===== config.mk =====
export PLATFORM = sky130hd
export DESIGN_NAME = mem_arbiter
export DESIGN_NICKNAME = d
export VERILOG_FILES = /design/src/rtl/mem_arbiter_pkg.sv /design/src/rtl/arb_timeout_counter.sv /design/src/rtl/mem_arbiter.sv
export SDC_FILE = /design/constraint.sdc
export NUM_CORES = 1
export LEC_CHECK = 0
export ABC_CLOCK_PERIOD_IN_PS = 3550
export CORE_AREA = 2 2 100 102
export DETAILED_ROUTE_END_ITERATION = 6
export DIE_AREA = 0 0 102 104
export GPL_TIMING_DRIVEN = 0
export PLACE_DENSITY_LB_ADDON = 0.08
export SYNTH_ARGS = -nofsm -noshare
export SYNTH_HDL_FRONTEND = slang
export SYNTH_SLANG_ARGS = --single-unit

===== constraint.sdc =====
create_clock -name ar_clk -period 3.55 [get_ports ar_clk]
set_clock_uncertainty 0.05 [all_clocks]
set_input_delay 0.5325 -clock ar_clk [delete_from_list [all_inputs] [get_ports ar_clk]]
set_output_delay 0.5325 -clock ar_clk [all_outputs]
set_load 0.005 [all_outputs]

===== src/rtl/mem_arbiter_pkg.sv =====
// mem_arbiter_pkg: shared types and constants for the two-master memory arbiter.
//   - FSM state encodings (IDLE / OWN0 / OWN1) and the matching enum
//   - DEFAULT_TIMEOUT: default grant timeout in cycles
//   - bus_ctl_t: the four single-bit Wishbone-style controls of one master
//   - own_state(): maps a master index onto its ownership state
package mem_arbiter_pkg;

  localparam logic [1:0] IDLE = 2'd0;
  localparam logic [1:0] OWN0 = 2'd1;
  localparam logic [1:0] OWN1 = 2'd2;

  localparam int DEFAULT_TIMEOUT = 16;

  typedef enum logic [1:0] {
    ST_IDLE = IDLE,
    ST_OWN0 = OWN0,
    ST_OWN1 = OWN1
  } arb_state_e;

  typedef struct packed {
    logic cyc;
    logic stb;
    logic we;
    logic rd;
  } bus_ctl_t;

  function automatic arb_state_e own_state(input logic m);
    return m ? ST_OWN1 : ST_OWN0;
  endfunction

endpackage


===== src/rtl/arb_timeout_counter.sv =====
// arb_timeout_counter: per-transaction wait counter for the arbiter.
//   clk, rst : clock, synchronous active-high reset
//   clr      : return count to zero (wins over en)
//   en       : advance count by one
//   tc       : terminal count, high while count == TIMEOUT-1
import mem_arbiter_pkg::*;

module arb_timeout_counter #(
  parameter  int TIMEOUT = DEFAULT_TIMEOUT,
  localparam int CW      = (TIMEOUT > 1) ? $clog2(TIMEOUT) : 1
) (
  input  logic clk,
  input  logic rst,
  input  logic clr,
  input  logic en,
  output logic tc
);

  logic [CW-1:0] cnt;

  always_ff @(posedge clk) begin
    if (rst || clr) cnt <= '0;
    else if (en)    cnt <= cnt + CW'(1);
  end

  assign tc = (cnt == CW'(TIMEOUT - 1));

endmodule


===== src/rtl/mem_arbiter.sv =====
// mem_arbiter: grants a single-port data memory to one of two Wishbone-style
// masters per transaction and releases hung grants after TIMEOUT cycles.
//   ar_clk / ar_rst         : clock, synchronous active-high reset
//   ar_mN_*  (N = 0, 1)     : master N controls, addresses, store data, byte
//                             enables in; ack / stall / err / read data out
//   ar_s_*                  : memory side; strobes, addresses, data out,
//                             read data / ack / stall in
// Build option: MEM_ARBITER_ROUND_ROBIN_EN -- when defined, simultaneous
// requests from IDLE alternate (winner is the master not served last);
// otherwise master 0 always wins a tie.
import mem_arbiter_pkg::*;

module mem_arbiter #(
  parameter int AWIDTH  = 5,
  parameter int DWIDTH  = 32,
  parameter int TIMEOUT = DEFAULT_TIMEOUT
) (
  input  logic              ar_clk,
  input  logic              ar_rst,
  // master 0
  input  logic              ar_m0_cyc,
  input  logic              ar_m0_stb,
  input  logic              ar_m0_we,
  input  logic              ar_m0_rd,
  input  logic [AWIDTH-1:0] ar_m0_load_addr,
  input  logic [AWIDTH-1:0] ar_m0_store_addr,
  input  logic [DWIDTH-1:0] ar_m0_data_store,
  input  logic [3:0]        ar_m0_byte_enable,
  output logic              ar_m0_ack,
  output logic              ar_m0_stall,
  output logic              ar_m0_err,
  output logic [DWIDTH-1:0] ar_m0_read_data,
  // master 1
  input  logic              ar_m1_cyc,
  input  logic              ar_m1_stb,
  input  logic              ar_m1_we,
  input  logic              ar_m1_rd,
  input  logic [AWIDTH-1:0] ar_m1_load_addr,
  input  logic [AWIDTH-1:0] ar_m1_store_addr,
  input  logic [DWIDTH-1:0] ar_m1_data_store,
  input  logic [3:0]        ar_m1_byte_enable,
  output logic              ar_m1_ack,
  output logic              ar_m1_stall,
  output logic              ar_m1_err,
  output logic [DWIDTH-1:0] ar_m1_read_data,
  // memory
  output logic              ar_s_cyc,
  output logic              ar_s_stb,
  output logic              ar_s_we,
  output logic              ar_s_rd,
  output logic [AWIDTH-1:0] ar_s_load_addr,
  output logic [AWIDTH-1:0] ar_s_store_addr,
  output logic [DWIDTH-1:0] ar_s_data_store,
  output logic [3:0]        ar_s_byte_enable,
  input  logic [DWIDTH-1:0] ar_s_read_data,
  input  logic              ar_s_ack,
  input  logic              ar_s_stall
);

  arb_state_e state_q, state_d;
  logic       last_q, last_d;

  bus_ctl_t ctl0, ctl1, own_ctl;
  logic     req0, req1;
  logic     owned, owner;
  logic     tie_pick;
  logic     tmr_clr, tmr_tc;
  logic     timed_out;

  assign ctl0 = {ar_m0_cyc, ar_m0_stb, ar_m0_we, ar_m0_rd};
  assign ctl1 = {ar_m1_cyc, ar_m1_stb, ar_m1_we, ar_m1_rd};
  assign req0 = ctl0.cyc & ctl0.stb;
  assign req1 = ctl1.cyc & ctl1.stb;

  assign owned   = (state_q != ST_IDLE);
  assign owner   = (state_q == ST_OWN1);
  assign own_ctl = owner ? ctl1 : ctl0;

`ifdef MEM_ARBITER_ROUND_ROBIN_EN
  assign tie_pick = ~last_q;
`else
  assign tie_pick = 1'b0;
`endif

  // Timer runs only while a grant is outstanding; any exit path clears it so
  // the next grant starts counting from zero.
  assign tmr_clr   = ~owned | ar_s_ack | ~own_ctl.cyc | tmr_tc;
  // ack and owner abort both take priority over the timeout
  assign timed_out = owned & ~ar_s_ack & own_ctl.cyc & tmr_tc;

  arb_timeout_counter #(.TIMEOUT(TIMEOUT)) u_tmr (
    .clk (ar_clk),
    .rst (ar_rst),
    .clr (tmr_clr),
    .en  (owned),
    .tc  (tmr_tc)
  );

  always_ff @(posedge ar_clk) begin
    if (ar_rst) begin
      state_q <= ST_IDLE;
      last_q  <= 1'b1;
    end else begin
      state_q <= state_d;
      last_q  <= last_d;
    end
  end

  always_comb begin
    state_d = state_q;
    last_d  = last_q;
    case (state_q)
      ST_IDLE: begin
        if (req0 && req1) state_d = own_state(tie_pick);
        else if (req0)    state_d = ST_OWN0;
        else if (req1)    state_d = ST_OWN1;
      end
      ST_OWN0, ST_OWN1: begin
        if (ar_s_ack) begin
          state_d = ST_IDLE;
          last_d  = owner;
        end else if (!own_ctl.cyc) begin
          // aborted transaction does not count as service
          state_d = ST_IDLE;
        end else if (tmr_tc) begin
          state_d = ST_IDLE;
          last_d  = owner;
        end
      end
      default: state_d = ST_IDLE;
    endcase
  end

  always_comb begin
    ar_s_cyc         = 1'b0;
    ar_s_stb         = 1'b0;
    ar_s_we          = 1'b0;
    ar_s_rd          = 1'b0;
    ar_s_load_addr   = '0;
    ar_s_store_addr  = '0;
    ar_s_data_store  = '0;
    ar_s_byte_enable = '0;
    ar_m0_ack        = 1'b0;
    ar_m1_ack        = 1'b0;
    ar_m0_err        = 1'b0;
    ar_m1_err        = 1'b0;
    ar_m0_stall      = req0;
    ar_m1_stall      = req1;
    if (owned) begin
      ar_s_cyc         = own_ctl.cyc;
      ar_s_stb         = own_ctl.stb;
      ar_s_we          = own_ctl.we;
      ar_s_rd          = own_ctl.rd;
      ar_s_load_addr   = owner ? ar_m1_load_addr   : ar_m0_load_addr;
      ar_s_store_addr  = owner ? ar_m1_store_addr  : ar_m0_store_addr;
      ar_s_data_store  = owner ? ar_m1_data_store  : ar_m0_data_store;
      ar_s_byte_enable = owner ? ar_m1_byte_enable : ar_m0_byte_enable;
      if (owner) begin
        ar_m1_ack   = ar_s_ack;
        ar_m1_stall = ar_s_stall;
        ar_m1_err   = timed_out;
        ar_m0_stall = ar_m0_cyc;
      end else begin
        ar_m0_ack   = ar_s_ack;
        ar_m0_stall = ar_s_stall;
        ar_m0_err   = timed_out;
        ar_m1_stall = ar_m1_cyc;
      end
    end
  end

  // read data is broadcast; masters qualify it with their own ack
  assign ar_m0_read_data = ar_s_read_data;
  assign ar_m1_read_data = ar_s_read_data;

endmodule


==> flow_summary.ini, run 1 <==
[routing]
viasPerCell = 3.792
wirelength_um = 7621
vias = 2211
drc = 0
drtIter0Drc = 64
wl_per_cell_um = 13.07
postRouteAntennaNets = 0
dr.pass1.iters = 4

[timing]
finalHoldViolations = 0
fmax_mhz = 366.9
setup_violations = 0
worst_pin_slew_ns = 0.4617
grt_setup_unrepaired = no
finalCritPeriodShare_pct = 76.77
period_needed_ns = 2.725
slew_headroom_pct = 69.22
setup-tns-final_ns = 0
drv_slew = 0

[pwr]
intPower_mw = 0.4484
total_power_mw = 0.6030
p_sw_share_pct = 25.63
seq_power_share_pct = 11.6
power_leakage_nw = 1.577
power.switching_mw = 0.1546
p_comb_share_pct = 71.6
clockPowerShare_pct = 16.8
ir_worst_vdd_uv = 210.7
power_density_nw_per_um2 = 148.2

[layout]
antenna_cells = 0
synthToLayoutAreaGrowth_pct = 149.8
drive_gt1_share_pct = 16.67
regArea_um2 = 120.1
fill_cells = 988
multi_input_area_um2 = 950.9
finalNetCount = 591

[clock_tree]
clk_latency_ns = 0.22
cts-root-buf = clkbuf_8
post_cts_resize_count = 0
cts_buffers = 3
clock_sinks = 6
clkTransAtPathRegs_ns = 0.04
clockBufferDepth = 2
cts_hold_buf = 0
cts_tree = done
htreeDepth = 1
post-cts-setup-buffers = 0

[worst_setup_path]
end_kind = output port
path_cells = inv_1 > ha_1 > buf_2 > buf_4 > mux2i_1 > nor2_1 > clkdlybuf4s50_1
startpoint_type = register
rr_worst_depth = 6
cp.arrival_ns = 2.14
slowest_delay_ns = 0.49
r2r_start = state_q[0]$_SDFFE_PP0P_
r2r_slack_ns = 1.94
worst_path_max_delay_cell = clkdlybuf4s50_1
cp_max_fo = 10
timing_worst_setup_path_type = reg -> out
crit_required_ns = 2.97
r2r_end = state_q[1]$_SDFFE_PP0P_

[logic_synthesis]
synth_top_cells_by_area = buf_4, mux2i_1, nor2_1
synth.distinct_cells = 25
synth_common_cells = buf_4, nor2_1, mux2i_1, dfxtp_1, a21oi_1
synth_flop_cell = dfxtp_1
synth_edf_count = 0
syn_nets = 363
syn_inst = 224
ys_ff_latch = 6
avgSynthCellArea_um2 = 7.273
synth_warnings = 0
syn_area_um2 = 1629
synth_seq_area_share_pct = 7.373
netlist.top_cell.by_area = buf_4
yosysMostFrequentCell = buf_4
async_flop_share_pct = 0
synth_top_area_share_pct = 31.80

[hold_path]
min_path_type = reg -> reg
worstHoldPathCells = 1
hold_end = u_tmr.cnt[0]$_SDFFE_PP0N_
hold_start = u_tmr.cnt[0]$_SDFFE_PP0N_

[grt]
first_global_vias = 2102
antenna_found_initial = 0
grt_pass1_wl_um = 10990
grt_max_degree = 11
overflow = 0
grt_use_total_pct = 12.79

[die]
design.core.area_um2 = 9549
initial_core_util_pct = 17.06
die_x_um = 102
dieArea_um2 = 10610
rows = 36
pin_count = 256
die_h_um = 104

[place]
io_buffers = 223
place_hpwl_um = 6758
place_congestion = 0.7122

[outcome]
status = finished, final reports clean

[run]
max-cap-violations = 0
-- cell families after synthesis --
logic type,share of synthesized area [%]
compound gates,3.994
fa+ha+maj,2.304
flops,7.374
xor+xnor,0.5377
mux,31.34
simple gates,20.20
buf+inv,34.26
-- worst max path at each step --
stage | start | to | slack, ns | cells past startpoint
after floorplan | state_q[0]$_SDFFE_PP0P_ | ar_s_byte_enable[0] | 1.72 | 6
after global placement | ar_m1_cyc | ar_m1_stall | 0.99 | 5
after detailed placement | ar_m1_cyc | ar_m1_stall | 0.96 | 5
after CTS | state_q[0]$_SDFFE_PP0P_ | ar_s_store_addr[1] | 0.78 | 7
after global routing | state_q[0]$_SDFFE_PP0P_ | ar_s_store_addr[1] | 0.62 | 7
final | state_q[0]$_SDFFE_PP0P_ | ar_s_store_addr[1] | 0.82 | 7
-- layout by cell type (no fill, tap or decap), types with 2 or more instances in the layout --
| cell | synthesis | routed |
|---|---|---|
| clkdlybuf4s50_1 | 0 | 223 |
| a211oi_1 | 2 | 2 |
| nor2b_1 | 2 | 2 |
| mux2i_1 | 51 | 51 |
| and3_1 | 3 | 3 |
| dfxtp_1 | 6 | 6 |
| nand2_1 | 4 | 4 |
| clkbuf_1 | 3 | 3 |
| inv_1 | 3 | 3 |
| clkbuf_8 | 0 | 3 |
| nand2b_1 | 3 | 3 |
| buf_4 | 69 | 69 |
| ha_1 | 3 | 3 |
| buf_2 | 2 | 2 |
| nor2_1 | 54 | 54 |
| buf_1 | 2 | 2 |
| a21oi_1 | 5 | 5 |
| nor3b_1 | 3 | 3 |
-- worst max-delay path, delay by kind of cell, from the launching register on --
family	cells	cell delay, ns
adders and majority gates	1	0.23
buffers and inverters	4	1.13
DFF	1	0.29
muxes	1	0.23
and+or+nand+nor	1	0.05
-- area by class of cell --
cell class | instances | share of cell area (%)
Buffer | 76 | 13.44
Timing Repair Buffer | 223 | 54.86
Multi-Input combinational cell | 139 | 23.37
Sequential cell | 6 | 2.952
Clock buffer | 3 | 1.015
Tap cell | 133 | 4.090
Inverter | 3 | 0.2768
-- sequential cells by signal, summed over array words and instances (netlist names) --
name	flops
u_tmr.cnt	4
state_q	2
-- per-layer routing --
layer,GRT usage [%],vias to the layer above,routed length (um)
met1,13.35,937,2775
met3,4.301,4,940
met5,0,-,0
li1,-,1130,-
met4,0.9524,0,46
met2,25.09,140,3859
-- per-stage QoR --
step	area, um^2	hold slack, ns	utilization, %	std cells	worst slack [ns]
6_report	4069	0.3799	42.61	583	0.8246
5_1_grt	4069	0.4030	42.61	583	0.6162
4_1_cts	4069	0.3852	42.61	583	0.7754
3_5_place_dp	4028	0.3798	42.18	580	0.9618
3_3_place_gp	4028	0.3760	42.18	580	0.9861
2_1_floorplan	1629	0.3617	-	224	1.720
-- power groups by stage --
stage                     Sequential [mW]  Combinational [mW]  Clock [mW]
after global placement             0.0709               0.435           0
after global routing               0.0700               0.465       0.110
after CTS                          0.0699               0.439       0.105
after detailed placement           0.0709               0.437           0
after floorplan                    0.0708               0.151           0
final                              0.0699               0.432       0.101
No activity file was read; power rests on OpenSTA's default activity.
==> run 2: changes to the inputs <==
--- a/config.mk
+++ b/config.mk
@@ -5,10 +5,10 @@
 export SDC_FILE = /design/constraint.sdc
 export NUM_CORES = 1
 export LEC_CHECK = 0
-export ABC_CLOCK_PERIOD_IN_PS = 3550
-export CORE_AREA = 2 2 100 102
+export ABC_CLOCK_PERIOD_IN_PS = 2540
+export CORE_AREA = 2 2 98 100
 export DETAILED_ROUTE_END_ITERATION = 6
-export DIE_AREA = 0 0 102 104
+export DIE_AREA = 0 0 100 102
 export GPL_TIMING_DRIVEN = 0
 export PLACE_DENSITY_LB_ADDON = 0.08
 export SYNTH_ARGS = -nofsm -noshare
==> constraint.sdc (replaced) <==
create_clock -name ar_clk -period 2.54 [get_ports ar_clk]
set_clock_uncertainty 0.05 [all_clocks]
set_input_delay 0.381 -clock ar_clk [delete_from_list [all_inputs] [get_ports ar_clk]]
set_output_delay 0.381 -clock ar_clk [all_outputs]
set_load 0.005 [all_outputs]
==> run 2 against run 1 <==
Compared with the run above:
- worst setup slack got worse by 0.68 ns
- non-clock buffer count is the same
- final cell count is 3.8% lower
- register-to-register slack lost 0.99 ns
- total power up 40%
- via count down 0.23%
- global-route usage grew 0.19 points
- count of clock-buffer cells in the layout unchanged
- routed wire length grew 0.12%
- die area decreased by 3.8%
==> flow_summary.ini, run 2 (same netlist as run 1, synthesis figures left out) <==
[outcome]
status = finished, final reports clean

[grt]
grt_util_met1_pct = 14.52
overflow = 0
grt_max_degree = 11
grt_use_met3_pct = 3.899
grt_pass1_wl_um = 10670
grt_use_total_pct = 12.98
first_global_vias = 2046
busiest_layer = met2
antenna_found_initial = 0
grt_use_met2_pct = 25.26

[layout]
largestRegisters = u_tmr.cnt (4), state_q (2)
regMostFlops = u_tmr.cnt
final_common_cell = clkdlybuf4s50_1
final_cell_mix = clkdlybuf4s50_1, buf_4, nor2_1
antenna_cells = 0
synthToLayoutAreaGrowth_pct = 149.5
largest_reg_flops = 4
drive_gt1_share_pct = 17.78
finalNetCount = 591

[timing]
grt_setup_unrepaired = no
finalCritPeriodShare_pct = 94.37
fmax_mhz = 417.2
worst_pin_slew_ns = 0.4542
holdWs_ns = 0.3875
period_needed_ns = 2.397
setup-tns-final_ns = 0
setup_violations = 0
slew_headroom_pct = 69.72
finalHoldViolations = 0
drv_slew = 0

[clock_tree]
cts_hold_buf = 0
htreeDepth = 1
cts-root-buf = clkbuf_8
cts_tree = done
post_cts_resize_count = 5
clk_latency_ns = 0.22
cts_buffers = 3
post-cts-setup-buffers = 0
clock_sinks = 6
clkTransAtPathRegs_ns = 0.03
clockBufferDepth = 2

[worst_setup_path]
timing_worst_setup_path_type = reg -> out
cp_max_fo = 10
cp.arrival_ns = 1.97
crit_required_ns = 2.11
end_kind = output port
startpoint_type = register

[die]
initial_core_util_pct = 17.88
pin_count = 256
rows = 35
die_h_um = 102
dieArea_um2 = 10200
design.core.area_um2 = 9109
die_x_um = 100

[place]
place_hpwl_um = 6741
io_buffers = 223
place_congestion = 0.7600

[routing]
wirelength_um = 7630
drc = 0
wl_per_cell_um = 13.60
vias = 2206
postRouteAntennaNets = 0
dr.pass1.iters = 3
drtIter0Drc = 11
viasPerCell = 3.932

[pwr]
ir_worst_vdd_uv = 278.0
power_density_nw_per_um2 = 208.3
power_leakage_nw = 1.587

[hold_path]
min_path_type = reg -> reg

[run]
max-cap-violations = 0
==> run 2: cell count changes in the layout (fill, tap and decap cells not counted) <==
cell / previous run / this run
buf_6: 0 / 3
buf_1: 2 / 0
buf_4: 69 / 67
clkbuf_1: 3 / 1
buf_2: 2 / 3
clkbuf_2: 0 / 1
clkbuf_4: 0 / 1
ha_1: 3 / 2
ha_2: 0 / 1
==> run 2: area by class of cell <==
| type | count | area, um^2 |
|---|---|---|
| clock buffer | 3 | 41.29 |
| inverter | 3 | 11.26 |
| multi-input combinational | 139 | 953.4 |
| tap | 111 | 138.9 |
| timing repair buffer | 223 | 2232 |
| fill | 921 | 5044 |
| sequential | 6 | 120.1 |
| buffer | 76 | 568.0 |
==> run 2: final timing paths <==
path | from | endpoint | slack (ns) | cells after the start
setup / recovery | state_q[0]$_SDFFE_PP0P_ | ar_s_data_store[28] | 0.14 | 7
hold / removal | u_tmr.cnt[0]$_SDFFE_PP0N_ | u_tmr.cnt[0]$_SDFFE_PP0N_ | 0.39 | 1
setup reg to reg | state_q[0]$_SDFFE_PP0P_ | state_q[1]$_SDFFE_PP0P_ | 0.95 | 6
hold reg to reg | u_tmr.cnt[0]$_SDFFE_PP0N_ | u_tmr.cnt[0]$_SDFFE_PP0N_ | 0.39 | 1
==> run 2: power by group <==
part           switching [mW]  internal, mW
Sequential           0.000892        0.0969
Clock                  0.0383         0.102
Combinational           0.177         0.432
==> run 2: routing by layer <==
layer	share of wire [%]	wire length [um]
met1	36	2757
met2	54	4152
met3	9.4	721
met4	0	0
met5	0	0
==> run 2: through the flow <==
stage | cell area, um^2 | power [mW] | utilization [%] | cells | setup slack (ns)
floorplan | 1629 | 0.3100 | - | 224 | 0.8615
global placement | 4000 | 0.7066 | 43.91 | 558 | 0.1734
detailed placement | 4000 | 0.7102 | 43.91 | 558 | 0.1669
CTS | 4049 | 0.8564 | 44.45 | 561 | 0.04516
global route | 4065 | 0.9091 | 44.63 | 561 | 0.003761
finish | 4065 | 0.8470 | 44.63 | 561 | 0.1431
==> run 2: worst max-delay path: stages, from the launching register on <==
cell	delay, ns
dfxtp_1	0.28
inv_1	0.09
ha_2	0.23
buf_6	0.17
buf_4	0.23
mux2i_1	0.21
nor2_1	0.06
clkdlybuf4s50_1	0.47
==> run 3: changes to the inputs <==
--- a/config.mk
+++ b/config.mk
@@ -7,10 +7,12 @@
 export LEC_CHECK = 0
 export ABC_CLOCK_PERIOD_IN_PS = 2540
 export CORE_AREA = 2 2 98 100
+export CTS_CLUSTER_DIAMETER = 80
 export DETAILED_ROUTE_END_ITERATION = 6
 export DIE_AREA = 0 0 100 102
 export GPL_TIMING_DRIVEN = 0
 export PLACE_DENSITY_LB_ADDON = 0.08
+export SLEW_MARGIN = 10
 export SYNTH_ARGS = -nofsm -noshare
 export SYNTH_HDL_FRONTEND = slang
 export SYNTH_SLANG_ARGS = --single-unit
==> results of run 3 <==
The final DEF is identical to that of run 2; final timing and power are the same.
